**config.mk**
```make
export PLATFORM = sky130hd
export DESIGN_NAME = modn_updown_counter
export DESIGN_NICKNAME = d
export VERILOG_FILES = /design/src/rtl/modn_updown_counter.sv
export SDC_FILE = /design/constraint.sdc
export NUM_CORES = 1
export LEC_CHECK = 0
export CAP_MARGIN = 0
export CORE_AREA = 2 2 39 41
export DETAILED_ROUTE_END_ITERATION = 8
export DIE_AREA = 0 0 41 43
export PLACE_DENSITY_LB_ADDON = 0.12
export RECOVER_POWER = 25
export REMOVE_ABC_BUFFERS = 1
export SKIP_CTS_REPAIR_TIMING = 1
export SYNTH_ARGS = -nofsm -noshare
export SYNTH_HDL_FRONTEND = slang
export SYNTH_SLANG_ARGS = --single-unit
```
**constraint.sdc**
```tcl
create_clock -name clk -period 3.8 [get_ports clk]
set_input_delay 0.57 -clock clk [delete_from_list [all_inputs] [get_ports clk]]
set_output_delay 0.57 -clock clk [all_outputs]
set_load 0.05 [all_outputs]
```
**src/rtl/modn_updown_counter.sv**
```systemverilog
// Modulo-MOD synchronous up/down counter with load, enable, wrap/saturate mode
// and a carry output for building multi-stage chains (BCD, hh:mm:ss, dividers).
module modn_updown_counter #(
    parameter int WIDTH = 4,
    parameter int MOD   = 12
) (
    input  logic             clk,
    input  logic             rst,
    input  logic             en,
    input  logic             up_dn,
    input  logic             sat,
    input  logic             load,
    input  logic [WIDTH-1:0] in,
    output logic [WIDTH-1:0] out,
    output logic             tc,
    output logic             carry_out,
    output logic             load_err
);

    localparam logic [WIDTH-1:0] MAX_VAL = WIDTH'(MOD - 1);

    logic [WIDTH-1:0] out_q, out_d;
    logic             load_err_q, load_err_d;

    // Comparing against MAX_VAL rather than MOD keeps everything in WIDTH bits,
    // so MOD == 2^WIDTH never needs an extra bit and the increment cannot overshoot.
    always_comb begin
        out_d      = out_q;
        load_err_d = 1'b0;
        if (load) begin
            if (in > MAX_VAL) begin
                out_d      = '0;
                load_err_d = 1'b1;
            end else begin
                out_d = in;
            end
        end else if (out_q > MAX_VAL) begin
            out_d = '0;
        end else if (en) begin
            if (up_dn) begin
                if (out_q == MAX_VAL) out_d = sat ? MAX_VAL : '0;
                else                  out_d = out_q + WIDTH'(1);
            end else begin
                if (out_q == '0) out_d = sat ? '0 : MAX_VAL;
                else             out_d = out_q - WIDTH'(1);
            end
        end
    end

    always_ff @(posedge clk) begin
        if (rst) begin
            out_q      <= '0;
            load_err_q <= 1'b0;
        end else begin
            out_q      <= out_d;
            load_err_q <= load_err_d;
        end
    end

    assign out       = out_q;
    assign load_err  = load_err_q;
    assign tc        = up_dn ? (out_q == MAX_VAL) : (out_q == '0);
    assign carry_out = tc & en & ~sat;

endmodule
```
Word level (Yosys, flattened, before mapping)
Index checks and enable logic that the tools add are counted.
- input port bits: 10
- logic and storage cells: 25
- register bits after elaboration: 5
- output and inout bits: 7
- multiplexer cells: 11
- magnitude comparators: 2
- reductions and logical operators: 3
- add/sub/neg operators: 2
- bitwise gates (word level): 4
- eq/ne operators: 1
- operator list (kind ; number):
    4-bit 2-to-1 mux ; 9
    4-bit > comparator (second input constant) ; 2
    4-bit by 1-bit adder with 4-bit output (second input constant) ; 1
    4-bit == test (second input constant) ; 1
    4-bit zero test ; 1
    4-bit by 1-bit subtractor with 4-bit output (second input constant) ; 1
    3-bit nonzero test ; 1
    1-bit bitwise AND ; 2
    1-bit 2-to-1 mux ; 2
    1-bit inverter ; 2
    2-bit OR reduction ; 1

Logic depth before layout (Yosys ltp)
Gate-level depths: netlist (run 1).
- word-level depth: 6
- gate-level depth with buffers: 7
- gate-level depth less buffers: 7

Least setup slack after synthesis (run 1)
No wires, ideal clock.
- path kind: register to output
- from: reg out_q[1], in the netlist out[1]
- to: out carry_out
- path buffers: 0
- required time: 3.230 ns
- setup slack: 1.112 ns
- cell stages (with the launch flop): 6
- arrival: 2.118 ns
- cells stage by stage: dfxtp_1 > ha_1 > nand3_1 > o21ai_0 > and2b_1 > and3b_1
- longest elaborated chain between the ends: 4
- elaborated cells on any way between the ends: 5
- classes of those cells: eq/ne (1); mux (1); bitwise (2); reduce/logical (1)
- RTL lines (what ; line ; source):
    start: declaration ; 22 ; logic [WIDTH-1:0] out_q, out_d;
    start signal: assignment ; 55 ; out_q <= out_d;
    4-bit == test or 4-bit zero test (tied branches) ; 62 ; assign tc = up_dn ? (out_q == MAX_VAL) : (out_q == '0);
    1-bit 2-to-1 mux * ; 62 ;
    named net tc ; 15 ; output logic tc,
    1-bit bitwise AND * (2 in series) ; 63 ; assign carry_out = tc & en & ~sat;
    end: declaration ; 16 ; output logic carry_out,
The timed path passes the listed nets; every way through them passes the cells marked *.

Worst setup path after layout (run 1)
- from: in up_dn
- to: out carry_out
- longest elaborated chain between the ends: 3
- RTL lines (what ; line ; source):
    start: declaration ; 10 ; input logic up_dn,
    1-bit 2-to-1 mux ; 62 ;
    1-bit bitwise AND (2 in series) ; 63 ;
Every way passes these cells.

==> results of run 1 <==
[area by class of cell]
cell class,count,area (sq um)
fillers,150,698.2
multi-input cells,52,367.9
repair buffers,16,160.2
flip-flops and latches,5,100.1
clock buffers,4,26.28
well taps,16,20.02
inverters,3,11.26
[how the worst max path moves through the flow]
stage / depth (start not counted) / end
finish: 6 / carry_out
global route: 6 / carry_out
CTS: 6 / carry_out
detailed placement: 6 / carry_out
global placement: 6 / carry_out
floorplan: 5 / carry_out
[per-layer routing]
| metal | up-vias | track usage, % | wire, um | share of wire [%] |
|---|---|---|---|---|
| li1 | 276 | - | - | - |
| met1 | 241 | 20.65 | 560 | 49 |
| met2 | 14 | 23.44 | 516 | 45 |
| met3 | 2 | 1.571 | 58 | 5.1 |
| met4 | 0 | 10.00 | 9 | 0.79 |
| met5 | - | 0 | 0 | 0 |
[metrics by stage]
stage,instance area (sq um),setup slack (ps),std cells
6_report,685.7,474.4,96
5_1_grt,685.7,380.6,96
4_1_cts,685.7,546.8,96
3_5_place_dp,659.4,556.2,92
3_3_place_gp,659.4,623.6,92
2_1_floorplan,479.2,1064,60
[cells in the mapped netlist]
library cell	number	area (sq um)
or2_0	1	6.260
nor2_1	6	22.52
o211ai_1	1	7.510
a21oi_1	4	20.02
clkbuf_1	1	3.750
nand2b_4	1	13.76
buf_2	2	10.01
a221oi_1	1	8.760
a2111oi_0	1	8.760
nand4_1	1	6.260
a311oi_2	1	15.01
o221ai_1	1	8.760
buf_6	3	33.78
a311oi_1	2	17.52
inv_1	3	11.26
and3b_1	1	8.760
a32o_1	1	10.01
and2b_1	1	7.510
a41oi_1	1	8.760
ha_1	2	25.02
nor4b_2	1	15.01
o21bai_1	2	15.01
dfxtp_1	5	100.1
nand2b_1	2	12.51
nand2_1	3	11.26
o21ai_0	1	5.000
a211o_1	1	8.760
and3_1	1	6.260
nor2b_1	1	6.260
nand3_1	4	20.02
xor2_1	1	8.760
o31ai_1	1	7.510
nor3_1	3	15.01
a211oi_2	1	12.51
nand3b_1	2	15.01
o21ai_1	1	5.000
xnor2_1	1	8.760
[critical path: cells and delay by family]
kind / cells / cell delay [ps]
AO/OA/AOI/OAI: 1 / 160
AND/OR/NAND/NOR: 3 / 570
buffers and inverters: 2 / 1460
[cell families after synthesis]
family,after synthesis
simple gates,28
compound gates,20
xor+xnor,2
flops,5
buf+inv,9
fa+ha+maj,2
[registers in the layout, indices dropped and copies added, names as in the netlist]
signal	flops
out	4
load_err	1
[cell usage in the layout, fill, tap and decap left out, types with 2 or more instances in the layout]
| master | synthesis | routed |
|---|---|---|
| dfxtp_1 | 5 | 5 |
| o21bai_1 | 2 | 2 |
| nor3_1 | 3 | 3 |
| a311oi_1 | 2 | 2 |
| inv_1 | 3 | 3 |
| nor2_1 | 6 | 6 |
| clkdlybuf4s50_1 | 0 | 13 |
| nand2b_1 | 2 | 2 |
| nand3_1 | 4 | 4 |
| ha_1 | 2 | 2 |
| a21oi_1 | 4 | 4 |
| clkbuf_4 | 0 | 3 |
| dlygate4sd3_1 | 0 | 3 |
| nand2_1 | 3 | 3 |
| nand3b_1 | 2 | 2 |
[where the power goes]
part           leakage [nW]  internal (W)  switching (W)
logic                 0.195     0.0000403      0.0000510
clock network        0.0150     0.0000396      0.0000198
registers            0.0413     0.0000570      0.0000126
total                 0.251      0.000137      0.0000834
==> reports/metrics.yaml, run 1 <==
worst_setup_path:
  r2r_cells: 7
  crit_path_max_fanout: 9
  crit_chain: "dlygate4sd3_1, nand2b_4, o21ai_0, and2b_1, and3b_1, clkdlybuf4s50_1"
  critical_path.max_stage_delay_ps: 790
  cp.required_ps: 3230
  r2r_start: "out[0]"
  path_class: "primary input to output pin"
  slowest_stage: "clkdlybuf4s50_1"
  critPathArrivalTime_ps: 2760
  r2r_end: "out[3]"
  cp-end-kind: "output pin"
  critPathLaunchType: "primary input"
  critPathLaunch: "up_dn"
  r2r_slack_ps: 2010
cts:
  clkTransAtPathRegs_ps: 40
  cts_buffers: 3
  h-tree-depth: 1
  cts-root-buf: "clkbuf_4"
  clock_path_buffers: 2
  clock_sinks: 5
  cts_tree: "built"
  clock_latency_ps: 240
placement:
  dp_hpwl_um: 876.2
  portBuffers: 16
  routabilityCongestion: 0.6837
global_routing:
  grt_remaining_overflow: 0
  grt_usage_pct: 15.78
  grt_pass1_vias: 469
  antenna_found_initial: 0
  grt_pass1_wl_mm: 1.897
  grt_start_max_net_pins: 19
floorplanning:
  die_y_um: 43
  chipWidth_um: 41
  start_util_pct: 38.07
  die_area_sq_um: 1763
  top_level_ports: 17
  fp-row-count: 14
  core_sq_um: 1384
pwr:
  total_power_w: 0.0002202
  powerDensity_nw_per_um2: 321.2
  ir_worst_vdd_mv: 0.1757
  leakage_nw: 0.2510
hold_path:
  hp-class: "register to register"
  hp-start: "out[0]"
  whs_path_depth: 2
  hold-path-endpoint: "out[0]"
synthesis:
  synth_compound_area_share_pct: 30.17
  yosysUniqueCellTypes: 37
  yosys.area_share.xor_xnor_pct: 3.325
  synth-warning-count: 0
  synth_area_sq_um: 526.8
  yosysSeqAreaShare_pct: 19.00
  yosys.area_share.simple_pct: 31.59
  ys_seq_elements: 5
  avgSynthCellArea_sq_um: 7.981
  muxShareOfSynthArea_pct: 0
  synthAdderAreaFrac_pct: 4.751
  syn_inst: 66
  synth_top_family_by_area: "simple AND/OR/NAND/NOR gates"
timing:
  whs_ps: 610.1
  max_slew_margin_pct: 61.91
  hold_viol_final: 0
  fmax_ghz: 0.3007
  post-route-min-period_ps: 3326
  setup_violations: 0
  setup_tns_ps: 0
  finalMaxSlewViolations: 0
  rsz0062_at_grt: "false"
  tightest_slew_ps: 570.6
  fin_skew_ps: 1.274
  period_share_pct: 87.52
route:
  dr.pass1.iters: 2
  post_drt_wl_per_cell_um: 11.92
  via_per_inst: 5.552
  vias: 533
  wirelength_mm: 1.144
  drc: 0
  drt_iter0_drc: 8
  drtAntennaViolNets: 0
run_status:
  status: "completed"
flow_run:
  max_cap_viol_count: 0
layout:
  final_util_pct: 49.55
  nets: 93
  antenna_cells: 0
  drive_above_1_share_pct: 8.750
  area_growth_pct: 30.17
(Power assumes the default switching activity.)
==> inputs of run 2 (changes only) <==
- PLACE_DENSITY: unset -> 0.7
- PLACE_DENSITY_LB_ADDON: 0.12 -> unset
- SKIP_CTS_REPAIR_TIMING: 1 -> unset
==> run 2 against run 1 <==
Effect of this change: global-route usage down 1.0 points; sequential share of layout area unchanged; critical path depth did not move; routed wire length down 5.2%; die area is the same; flip-flop and latch count did not move; fmax up 1.2%; worst setup slack better by 41 ps; power up 0.80%; critical path type unchanged; largest power group unchanged.
==> reports/metrics.yaml, run 2 (synthesis gave the netlist of run 1 again) <==
floorplanning:
  fp-row-count: 14  # unchanged
  die_area_sq_um: 1763  # unchanged
  start_util_pct: 38.07  # unchanged
  core_sq_um: 1384  # unchanged
  chipWidth_um: 41  # unchanged
  top_level_ports: 17  # unchanged
  die_y_um: 43  # unchanged
cts:
  hold_buffers: 0
  clock_latency_ps: 240  # about the same
  cts.repair.resized: 0
  post_cts_buffers: 0
  clkTransAtPathRegs_ps: 40  # about the same
  cts_tree: "built"
  h-tree-depth: 1  # unchanged
  cts-root-buf: "clkbuf_4"
  clock_path_buffers: 2  # unchanged
  cts_buffers: 3  # unchanged
  clock_sinks: 5  # unchanged
timing:
  period_share_pct: 86.45  # -1.1 points
  fmax_ghz: 0.3044  # +1.2%
  max_slew_margin_pct: 62.91  # +1.0 points
  hold_viol_final: 0  # unchanged
  post-route-min-period_ps: 3285  # -40.61 ps
  tightest_slew_ps: 555.6  # -14.97 ps
  setup_tns_ps: 0  # unchanged
  finalMaxSlewViolations: 0  # unchanged
  fin_skew_ps: 0.3970  # -0.8773 ps
  setup_violations: 0  # unchanged
  rsz0062_at_grt: "false"
global_routing:
  grt_usage_pct: 14.76  # -1.0 points
  grt_pass1_wl_mm: 1.828  # -3.6%
  antenna_found_initial: 0  # unchanged
  grt_remaining_overflow: 0  # unchanged
  grt_pass1_vias: 459  # -2.1%
  grt_start_max_net_pins: 19  # unchanged
layout:
  final_util_pct: 49.55  # unchanged
  nets: 93  # unchanged
  largest_reg_flops: 4  # unchanged
  final_cells: 96  # unchanged
  fill_cells: 140  # -6.7%
  final_cell_mix: "clkdlybuf4s50_1 (13), nor2_1 (6), dfxtp_1 (5)"
  antenna_cells: 0  # unchanged
  area_growth_pct: 30.17  # unchanged
  mostFrequentLayoutCell: "clkdlybuf4s50_1"
  drive_above_1_share_pct: 8.750  # unchanged
worst_setup_path:
  critPathArrivalTime_ps: 2720  # -40 ps
  crit_path_max_fanout: 9  # unchanged
  critPathLaunchType: "primary input"
  cp.required_ps: 3230  # about the same
  path_class: "primary input to output pin"
  cp-end-kind: "output pin"
route:
  via_per_inst: 5.625  # +1.3%
  dr.pass1.iters: 4  # +2
  drt_iter0_drc: 17  # +9
  drtAntennaViolNets: 0  # unchanged
  vias: 540  # +1.3%
  post_drt_wl_per_cell_um: 11.30  # -5.2%
  drc: 0  # unchanged
  wirelength_mm: 1.085  # -5.2%
placement:
  routabilityCongestion: 0.7423  # +8.6%
  placed_cells: 92  # unchanged
  dp_hpwl_um: 810  # -7.6%
  portBuffers: 16  # unchanged
flow_run:
  max_cap_viol_count: 0  # unchanged
pwr:
  leakage_nw: 0.2510  # unchanged
  ir_worst_vdd_mv: 0.1996  # +14%
  total_power_w: 0.0002220  # +0.80%
  powerDensity_nw_per_um2: 323.8  # +0.80%
hold_path:
  hp-class: "register to register"
run_status:
  status: "completed"
[run 2: cell counts in the layout (fill, tap and decap cells not counted)]
No cell type changed its count.
[run 2: stage by stage]
step / area (sq um) / setup slack [ps] / hold slack (ps)
3_3_place_gp: 659.4 / 626.3 / 586.2
3_5_place_dp: 659.4 / 604.5 / 588.4
4_1_cts: 685.7 / 595.8 / 594.6
2_1_floorplan: 479.2 / 1064 / 637.9
6_report: 685.7 / 515.0 / 595.1
5_1_grt: 685.7 / 393.5 / 689.3
[run 2: worst paths after layout]
check                           slack [ps]  depth (start not counted)   endpoint    from
worst max-delay path                   510                          6  carry_out   up_dn
worst min-delay path                   600                          2     out[0]  out[0]
worst max register to register        2030                          7     out[3]  out[0]
worst min register to register         600                          2     out[0]  out[0]
[run 2: worst max-delay path: stages]
cell             delay [ps]
dlygate4sd3_1           670
nand2b_4                210
o21ai_0                 130
and2b_1                 180
and3b_1                 160
clkdlybuf4s50_1         790
[run 2: cell type report]
type                            count  area [sq um]  area share, %
Sequential cell                     5         100.1          14.60
Clock buffer                        4         26.28          3.832
Tap cell                           16         20.02          2.920
Inverter                            3         11.26          1.642
Timing Repair Buffer               16         160.2          23.36
Multi-Input combinational cell     52         367.9          53.65
[run 2: power breakdown]
| part | internal, W | switching (W) |
|---|---|---|
| logic | 0.0000403 | 0.0000508 |
| clock network | 0.0000397 | 0.0000222 |
| registers | 0.0000569 | 0.0000121 |
| total | 0.000137 | 0.0000851 |
[run 2: layer usage]
metal	global-route usage, %	part of all wire [%]	wire (um)
met1	21.22	45	491
met2	20.63	46	496
met4	8.000	1.4	15
met5	0	0	0
met3	1.571	7.4	80
==> inputs of run 3 (changes only) <==
- SKIP_LAST_GASP: unset -> 1
==> results of run 3 <==
Same layout as run 2: the final DEF is identical, and so are final timing and power.
